$ cat config.mk
export PLATFORM = sky130hd
export DESIGN_NAME = branch_resolve_ctrl
export DESIGN_NICKNAME = d
export VERILOG_FILES = /design/src/rtl/alu_pkg.sv /design/src/rtl/alu_branch.sv /design/src/rtl/branch_resolve_ctrl.sv
export SDC_FILE = /design/constraint.sdc
export NUM_CORES = 1
export LEC_CHECK = 0
export CELL_PAD_IN_SITES_DETAIL_PLACEMENT = 1
export CELL_PAD_IN_SITES_GLOBAL_PLACEMENT = 2
export CORE_MARGIN = 2
export CORE_UTILIZATION = 36
export DETAILED_ROUTE_END_ITERATION = 12
export PLACE_DENSITY = 0.92
export SLEW_MARGIN = 25
export SYNTH_ARGS = -nofsm -noshare
export SYNTH_HDL_FRONTEND = slang
export SYNTH_SLANG_ARGS = --single-unit
$ cat constraint.sdc
create_clock -name clk -period 34.8 [get_ports clk]
set_input_delay 8.7 -clock clk [delete_from_list [all_inputs] [get_ports clk]]
set_output_delay 8.7 -clock clk [all_outputs]
set_load 0.005 [all_outputs]
$ cat src/rtl/alu_pkg.sv
// Shared ALU op/flag types plus branch-resolve controller types.
// Used by alu_branch and branch_resolve_ctrl.
package alu_pkg;

  // Storage width of the captured request bundle.
  // Instances use WIDTH <= XLEN and TAG_W <= BRC_TAG_W.
  localparam int XLEN      = 64;
  localparam int BRC_TAG_W = 4;

  typedef enum logic [3:0] {
    ALU_ADD,
    ALU_SUB,
    ALU_AND,
    ALU_OR,
    ALU_XOR,
    ALU_SLL,
    ALU_SRL,
    ALU_SRA,
    ALU_SLT,
    ALU_SLTU,
    ALU_BEQ,
    ALU_BNE,
    ALU_BLT,
    ALU_BGE,
    ALU_BLTU,
    ALU_BGEU
  } alu_op_t;

  typedef struct packed {
    logic invalid_op;
    logic taken;
  } alu_flags_t;

  typedef enum logic [1:0] {
    IDLE,
    EVAL,
    DONE,
    REDIR
  } brc_state_t;

  typedef struct packed {
    alu_op_t                op;
    logic [XLEN-1:0]        rs1;
    logic [XLEN-1:0]        rs2;
    logic [XLEN-1:0]        pc;
    logic [XLEN-1:0]        imm;
    logic                   pred_taken;
    logic [XLEN-1:0]        pred_target;
    logic [BRC_TAG_W-1:0]   tag;
  } brc_req_t;

endpackage

$ cat src/rtl/alu_branch.sv
// Branch condition comparator shared with the ALU.
// Non-branch ops report invalid_op and never taken.
module alu_branch
  import alu_pkg::*;
#(
  parameter int WIDTH = 64
) (
  input  alu_op_t          i_op,
  input  logic [WIDTH-1:0] i_a,
  input  logic [WIDTH-1:0] i_b,
  output alu_flags_t       o_flags
);

  logic w_eq;
  logic w_lt;
  logic w_ltu;

  assign w_eq  = (i_a == i_b);
  assign w_lt  = ($signed(i_a) < $signed(i_b));
  assign w_ltu = (i_a < i_b);

  // Decode the branch condition for the requested op.
  always_comb begin
    o_flags = '0;
    unique case (1'b1)
      (i_op == ALU_BEQ):  o_flags.taken = w_eq;
      (i_op == ALU_BNE):  o_flags.taken = ~w_eq;
      (i_op == ALU_BLT):  o_flags.taken = w_lt;
      (i_op == ALU_BGE):  o_flags.taken = ~w_lt;
      (i_op == ALU_BLTU): o_flags.taken = w_ltu;
      (i_op == ALU_BGEU): o_flags.taken = ~w_ltu;
      default:            o_flags.invalid_op = 1'b1;
    endcase
  end

endmodule

$ cat src/rtl/branch_resolve_ctrl.sv
// Execute-stage branch resolution: one uop in flight, held fetch redirect.
// Optional perf counters enabled by defining BRANCH_PERF_CNT_EN.
module branch_resolve_ctrl
  import alu_pkg::*;
#(
  parameter int WIDTH = 64,
  parameter int TAG_W = 4,
  parameter int CNT_W = 32
) (
  input  logic             clk,
  input  logic             rst,
  input  logic             flush,
  input  logic             req_valid,
  output logic             req_ready,
  input  alu_op_t          req_op,
  input  logic [WIDTH-1:0] req_rs1,
  input  logic [WIDTH-1:0] req_rs2,
  input  logic [WIDTH-1:0] req_pc,
  input  logic [WIDTH-1:0] req_imm,
  input  logic             req_pred_taken,
  input  logic [WIDTH-1:0] req_pred_target,
  input  logic [TAG_W-1:0] req_tag,
  output logic             resp_valid,
  output logic             resp_taken,
  output logic             resp_mispredict,
  output logic             resp_exc,
  output logic [TAG_W-1:0] resp_tag,
  output logic             redir_valid,
  input  logic             redir_ready,
  output logic [WIDTH-1:0] redir_pc,
  output logic [CNT_W-1:0] perf_branches,
  output logic [CNT_W-1:0] perf_mispredicts
);

  brc_state_t       r_state;
  brc_req_t         r_req;
  logic             r_taken;
  logic             r_mis;
  logic             r_exc;
  logic [WIDTH-1:0] r_redir_pc;

  alu_flags_t       w_flags;
  logic [WIDTH-1:0] w_pc;
  logic [WIDTH-1:0] w_tgt;
  logic [WIDTH-1:0] w_seq;
  logic [WIDTH-1:0] w_npc;
  logic             w_taken;
  logic             w_exc;
  logic             w_mis;
  logic             w_accept;
  logic             w_resp;
  logic             w_redir;
  logic             w_redir_done;

  alu_branch #(
    .WIDTH (WIDTH)
  ) u_cmp (
    .i_op    (r_req.op),
    .i_a     (r_req.rs1[WIDTH-1:0]),
    .i_b     (r_req.rs2[WIDTH-1:0]),
    .o_flags (w_flags)
  );

  assign w_pc    = r_req.pc[WIDTH-1:0];
  assign w_tgt   = w_pc + r_req.imm[WIDTH-1:0];
  assign w_seq   = w_pc + WIDTH'(4);
  assign w_taken = w_flags.taken & ~w_flags.invalid_op;
  assign w_exc   = w_flags.invalid_op
                 | (w_taken & (w_tgt[1:0] != 2'b00));
  // Exceptions go to the trap unit, so they never redirect fetch.
  assign w_mis   = ~w_exc
                 & ((w_taken != r_req.pred_taken)
                 | (w_taken
                 & (w_tgt != r_req.pred_target[WIDTH-1:0])));
  assign w_npc   = w_taken ? w_tgt : w_seq;

  assign w_accept     = req_valid & req_ready;
  assign w_resp       = (r_state == DONE) & ~flush;
  assign w_redir      = (((r_state == DONE) & r_mis)
                      | (r_state == REDIR)) & ~flush;
  assign w_redir_done = w_redir & redir_ready;

  assign req_ready       = (r_state == IDLE) & ~flush & ~rst;
  assign resp_valid      = w_resp;
  assign resp_taken      = r_taken;
  assign resp_mispredict = r_mis;
  assign resp_exc        = r_exc;
  assign resp_tag        = r_req.tag[TAG_W-1:0];
  assign redir_valid     = w_redir;
  assign redir_pc        = r_redir_pc;

  // Control FSM; flush returns to IDLE from any state.
  always_ff @(posedge clk or posedge rst) begin
    if (rst) begin
      r_state <= IDLE;
    end else if (flush) begin
      r_state <= IDLE;
    end else begin
      unique case (r_state)
        IDLE:    if (w_accept) r_state <= EVAL;
        EVAL:    r_state <= DONE;
        DONE:    r_state <= (r_mis & ~redir_ready)
                          ? REDIR : IDLE;
        REDIR:   if (redir_ready) r_state <= IDLE;
        default: r_state <= IDLE;
      endcase
    end
  end

  // Capture the request bundle at the accept edge.
  always_ff @(posedge clk or posedge rst) begin
    if (rst) begin
      r_req <= '0;
    end else if (w_accept) begin
      r_req.op          <= req_op;
      r_req.rs1         <= XLEN'(req_rs1);
      r_req.rs2         <= XLEN'(req_rs2);
      r_req.pc          <= XLEN'(req_pc);
      r_req.imm         <= XLEN'(req_imm);
      r_req.pred_taken  <= req_pred_taken;
      r_req.pred_target <= XLEN'(req_pred_target);
      r_req.tag         <= BRC_TAG_W'(req_tag);
    end
  end

  // Register the outcome at the edge leaving EVAL.
  always_ff @(posedge clk or posedge rst) begin
    if (rst) begin
      r_taken    <= 1'b0;
      r_mis      <= 1'b0;
      r_exc      <= 1'b0;
      r_redir_pc <= '0;
    end else if (r_state == EVAL) begin
      r_taken    <= w_taken;
      r_mis      <= w_mis;
      r_exc      <= w_exc;
      r_redir_pc <= w_npc;
    end
  end

`ifdef BRANCH_PERF_CNT_EN
  logic [CNT_W-1:0] r_perf_br;
  logic [CNT_W-1:0] r_perf_mis;

  // Saturating event counters; only reset clears them.
  always_ff @(posedge clk or posedge rst) begin
    if (rst) begin
      r_perf_br  <= '0;
      r_perf_mis <= '0;
    end else begin
      if (w_resp && !(&r_perf_br))
        r_perf_br <= r_perf_br + CNT_W'(1);
      if (w_redir_done && !(&r_perf_mis))
        r_perf_mis <= r_perf_mis + CNT_W'(1);
    end
  end

  assign perf_branches    = r_perf_br;
  assign perf_mispredicts = r_perf_mis;
`else
  logic w_unused;
  assign w_unused         = w_redir_done;
  assign perf_branches    = '0;
  assign perf_mispredicts = '0;
`endif

endmodule
* Yosys cells after proc, flatten, opt, wreduce, memory -nomap -nowiden
Cells that the tools add are included.
Word-level totals: register bits 398, output and inout port bits 138, logic and storage cells 64
Operators by class: $add $sub $neg 2, magnitude comparators 2, equality and inequality tests 14, mux-type cells 8, bitwise gates (word level) 21, reduce and logical (&&, ||, !) cells 4
Operators by type and width (count):
- < comparator 64 bit | 2
- adder 64 x 3 -> 64 bit (second input constant) | 1
- adder 64 bit | 1
- == test 64 bit | 1
- two-way mux 64 bit | 1
- inequality test 64 bit | 1
- == test 4 bit (second input constant) | 6
- AND 1 bit | 11
- two-way mux 2 bit | 4
- one-hot mux 2 bit (4 select lines) | 1
- inverter 1 bit | 7
- inequality test 3 bit (second input constant) | 2
- one-hot mux 1 bit (6 select lines) | 1
- OR reduction 6 bit | 1
- == test 2 bit (second input constant) | 2
- OR 1 bit | 3
- == test 2 x 1 -> 1 bit (second input constant) | 1
- logical NOT 2 bit | 1
- AND reduction 2 bit | 1
- nonzero test 2 bit | 1
- two-way mux 1 bit | 1
- inequality test 1 bit | 1

* Depth between registers and ports, before layout
depth in word-level cells 8, depth in mapped cells 15

* Modules after synthesis
Synthesis repeated with hierarchy kept, for this count alone.
Second synthesis, totals: cell total of the unflattened synthesis 2593, area total of the unflattened synthesis 25578.3 µm²
By module, submodules not included:
- branch_resolve_ctrl | instances 1, cells an instance 2349, area each 23800.3 µm²
- alu_branch | instances 1, cells an instance 244, area each 1778.0 µm²

* Least setup slack after synthesis
OpenSTA, ideal clock, no wires.
path type input-to-output, from input port flush, to output port req_ready, arrival time 9.036 ns, required time 26.100 ns, setup slack 17.064 ns, stages on the path 1, cells stage by stage nor4_1
Between the ends: cells in the longest elaborated chain, start to end 3
Ends and longest elaborated chain:
- start: declaration | line branch_resolve_ctrl.sv:12 | input logic flush,
- inverter 1 bit | line branch_resolve_ctrl.sv:83 | assign req_ready = (r_state == IDLE) & ~flush & ~rst;
- AND 1 bit (2 in series) | line branch_resolve_ctrl.sv:83
- end: declaration | line branch_resolve_ctrl.sv:14 | output logic req_ready,
No other way between the ends.

* Worst setup path after layout
Same ends and word-level chain as after synthesis.

==> impl_metrics.json <==
{
  "status": "completed",
  "grt_pass1_wl_um": 132200,
  "synth-seq-cells": 398,
  "reg2reg_to": "resp_mispredict",
  "rsz0062_at_grt": "no",
  "cap_viol_max_count": 0,
  "vias_per_cell": 5.445,
  "cp_max_fo": 4,
  "post_cts_resized": 0,
  "cts_tree": "yes",
  "layout.nets": 3227,
  "die_y_um": 264.9,
  "hold_path_class": "reg -> reg",
  "hold-worst-slack_ns": 0.4835,
  "final_layout_size_suffix_gt1_frac": 0.1661,
  "worstSetupEndpoint": "req_ready",
  "synth_edf_count": 0,
  "floorplan.rows": 95,
  "synthArstFlopShare": 1.000,
  "worstPathRequired_ns": 26.10,
  "max_freq_ghz": 0.05241,
  "hold_viol": 0,
  "startpoint": "flush",
  "r2r_cells": 11,
  "ys.flop_type": "dfrtp_1",
  "synth_cell_types": 84,
  "finalSetupViolations": 0,
  "synth_top_area_share": 0.4063,
  "relSlewSlack": 0.2933,
  "root_buffer": "clkbuf_16",
  "grt_usage": 0.2423,
  "clockBufferDepth": 3,
  "syn_inst": 2411,
  "drv_slew": 0,
  "hold_buffers": 0,
  "cts_htree_levels": 2,
  "finalSetupTns_ns": 0,
  "drt_pass1_iterations": 4,
  "synth_warnings": 0,
  "yosys.area.top_type": "dfrtp_1",
  "cts_made_buffers": 47,
  "ant_nets": 0,
  "grt_pass1_vias": 22160,
  "place.gp.congestion": 0.9144,
  "cts.clk_slew.worst_paths_ns": 0.06,
  "avgSynthCellArea_sq_um": 10.17,
  "antenna_found_initial": 11,
  "grt_max_degree": 170,
  "clk-insertion-delay-late_ns": 0.63,
  "dpl.hpwl_um": 67420,
  "syn_to_final_growth_pct": 25.92,
  "fin_crit_ns": 19.08,
  "rrSetupSlack_ns": 29.57,
  "syn-cell-area_sq_mm": 0.02451,
  "io_pins": 472,
  "tightest_slew_ns": 1.054,
  "reg2reg_from": "w_pc[8]",
  "io_buffers": 407,
  "ir_drop_mv": 0.04108,
  "skew_ns": 0.04917,
  "dieArea_sq_mm": 0.07019,
  "cp-start-kind": "input pin",
  "start_util": 0.3643,
  "ys_seq_area_frac": 0.4063,
  "clock-sinks": 398,
  "grt.overflow.total": 0,
  "drt-initial-drc-count": 1007,
  "drt-total-wl_um": 85970,
  "drcViolationCount": 0,
  "die_w_um": 264.9,
  "critical_path_class": "in -> out",
  "arrival_ns": 10.38,
  "p_leak_nw": 13.23,
  "vias": 20010,
  "drt-wirelength-per-cell_um": 23.39,
  "core_sq_mm": 0.06728,
  "synth_area_leaders": "dfrtp_1 (41%), mux2_2 (15%), ha_1 (6.5%)",
  "cts_setup_buffers": 0,
  "p_per_area_mw_per_mm2": 71.58,
  "period_share": 0.5483,
  "cp-end-kind": "output pin"
}
[cell type report]
| cell class | count | area [sq um] |
|---|---|---|
| fillers | 7326 | 36410 |
| multi-input cells | 1804 | 13490 |
| flip-flops and latches | 398 | 9960 |
| repair buffers | 424 | 4238 |
| clock buffers | 66 | 1398 |
| well taps | 873 | 1092 |
| inverters | 89 | 341.6 |
| clock inverters | 19 | 337.8 |
| diodes | 2 | 5.005 |
[power breakdown]
group / switching (W) / leakage [nW] / internal, W / total, W
logic: 0.000562 / 7.61 / 0.000436 / 0.000998
clock network: 0.000217 / 0.848 / 0.000328 / 0.000545
registers: 0.0000943 / 4.78 / 0.000573 / 0.000667
[cells in the final DEF (no fill, tap or decap), types with 14 or more instances in the layout]
cell	count
a21o_1	22
a21oi_1	155
a31oi_1	20
and3_1	26
and4_1	16
buf_4	14
clkbuf_16	47
clkbuf_8	15
clkdlybuf4s50_1	407
conb_1	64
dfrtp_1	398
ha_1	128
inv_1	88
mux2_2	337
mux2i_1	15
nand2_1	213
nand3_1	55
nand4_1	56
nor2_1	105
nor3_1	29
nor4_1	15
o21ai_0	156
xnor2_1	105
xor2_1	63
[metrics by stage]
step,power [W],cells,setup WS (ns),utilization,cell area [sq um]
floorplan,0.001271,2474,15.03,-,24750
global placement,0.001627,3587,15.78,0.4324,29090
detailed placement,0.001661,3587,15.74,0.4325,29100
CTS,0.002223,3672,15.73,0.4583,30830
global route,0.002341,3674,15.61,0.4587,30860
finish,0.002209,3675,15.72,0.4588,30860
[worst min path at each step]
stage,startpoint,endpoint,slack (ns),depth (start not counted)
floorplan,redir_pc[0],redir_pc[0],0.47,2
global placement,redir_pc[44],redir_pc[44],0.47,2
detailed placement,redir_pc[42],redir_pc[42],0.48,2
CTS,redir_pc[42],redir_pc[42],0.49,2
global route,redir_pc[42],redir_pc[42],0.50,2
finish,redir_pc[42],redir_pc[42],0.48,2
[critical path: stages]
cell and delay [ns]:
clkdlybuf4s50_1 0.48, nor4_1 0.56, clkdlybuf4s50_1 0.64
[cells by family after synthesis]
kind of cell	Yosys count	share of synthesized area
AOI/OAI and AO/OA	490	0.1206
xor gates and xnor gates	184	0.07489
adders and majority gates	129	0.06616
buffers and inverters	272	0.05431
DFF	398	0.4063
muxes	352	0.1609
other	1	0.0001530
and+or+nand+nor	585	0.1166
[sequential cells by signal, indices dropped and copies added (netlist names)]
signal / count
resp_mispredict: 1
r_state: 2
resp_taken: 1
redir_pc: 64
w_pc: 64
r_req: 261
resp_tag: 4
resp_exc: 1
[per-layer routing]
metal / track usage / wire [um] / vias up
li1: - / - / 9220
met1: 0.2871 / 34870 / 10160
met4: 0.07421 / 2635 / 20
met5: 0 / 138 / -
met3: 0.04691 / 4162 / 144
met2: 0.4407 / 44160 / 464
[synthesized netlist by cell type (5+ instances only)]
library cell / count
dfrtp_1: 398
mux2_2: 337
nand2_1: 214
o21ai_0: 156
a21oi_1: 155
ha_1: 128
nor2_1: 105
xnor2_1: 105
inv_1: 89
clkbuf_1: 85
buf_4: 70
xor2_1: 63
nand4_1: 56
nand3_1: 55
nor3_1: 29
and3_1: 26
a21o_1: 22
a31oi_1: 20
buf_2: 20
and4_1: 16
mux2i_1: 15
nor4_1: 15
a211oi_1: 13
o21bai_1: 13
xnor3_1: 13
o21a_1: 12
o2111ai_1: 11
nand2b_1: 10
o211ai_1: 10
nor2b_1: 9
o21ai_1: 9
or4_1: 9
a211o_1: 7
and2_1: 6
nor3b_1: 6
o31ai_1: 6
a21oi_2: 5
buf_1: 5
o22ai_1: 5
or3_1: 5
No activity file was read; power rests on OpenSTA's default activity.
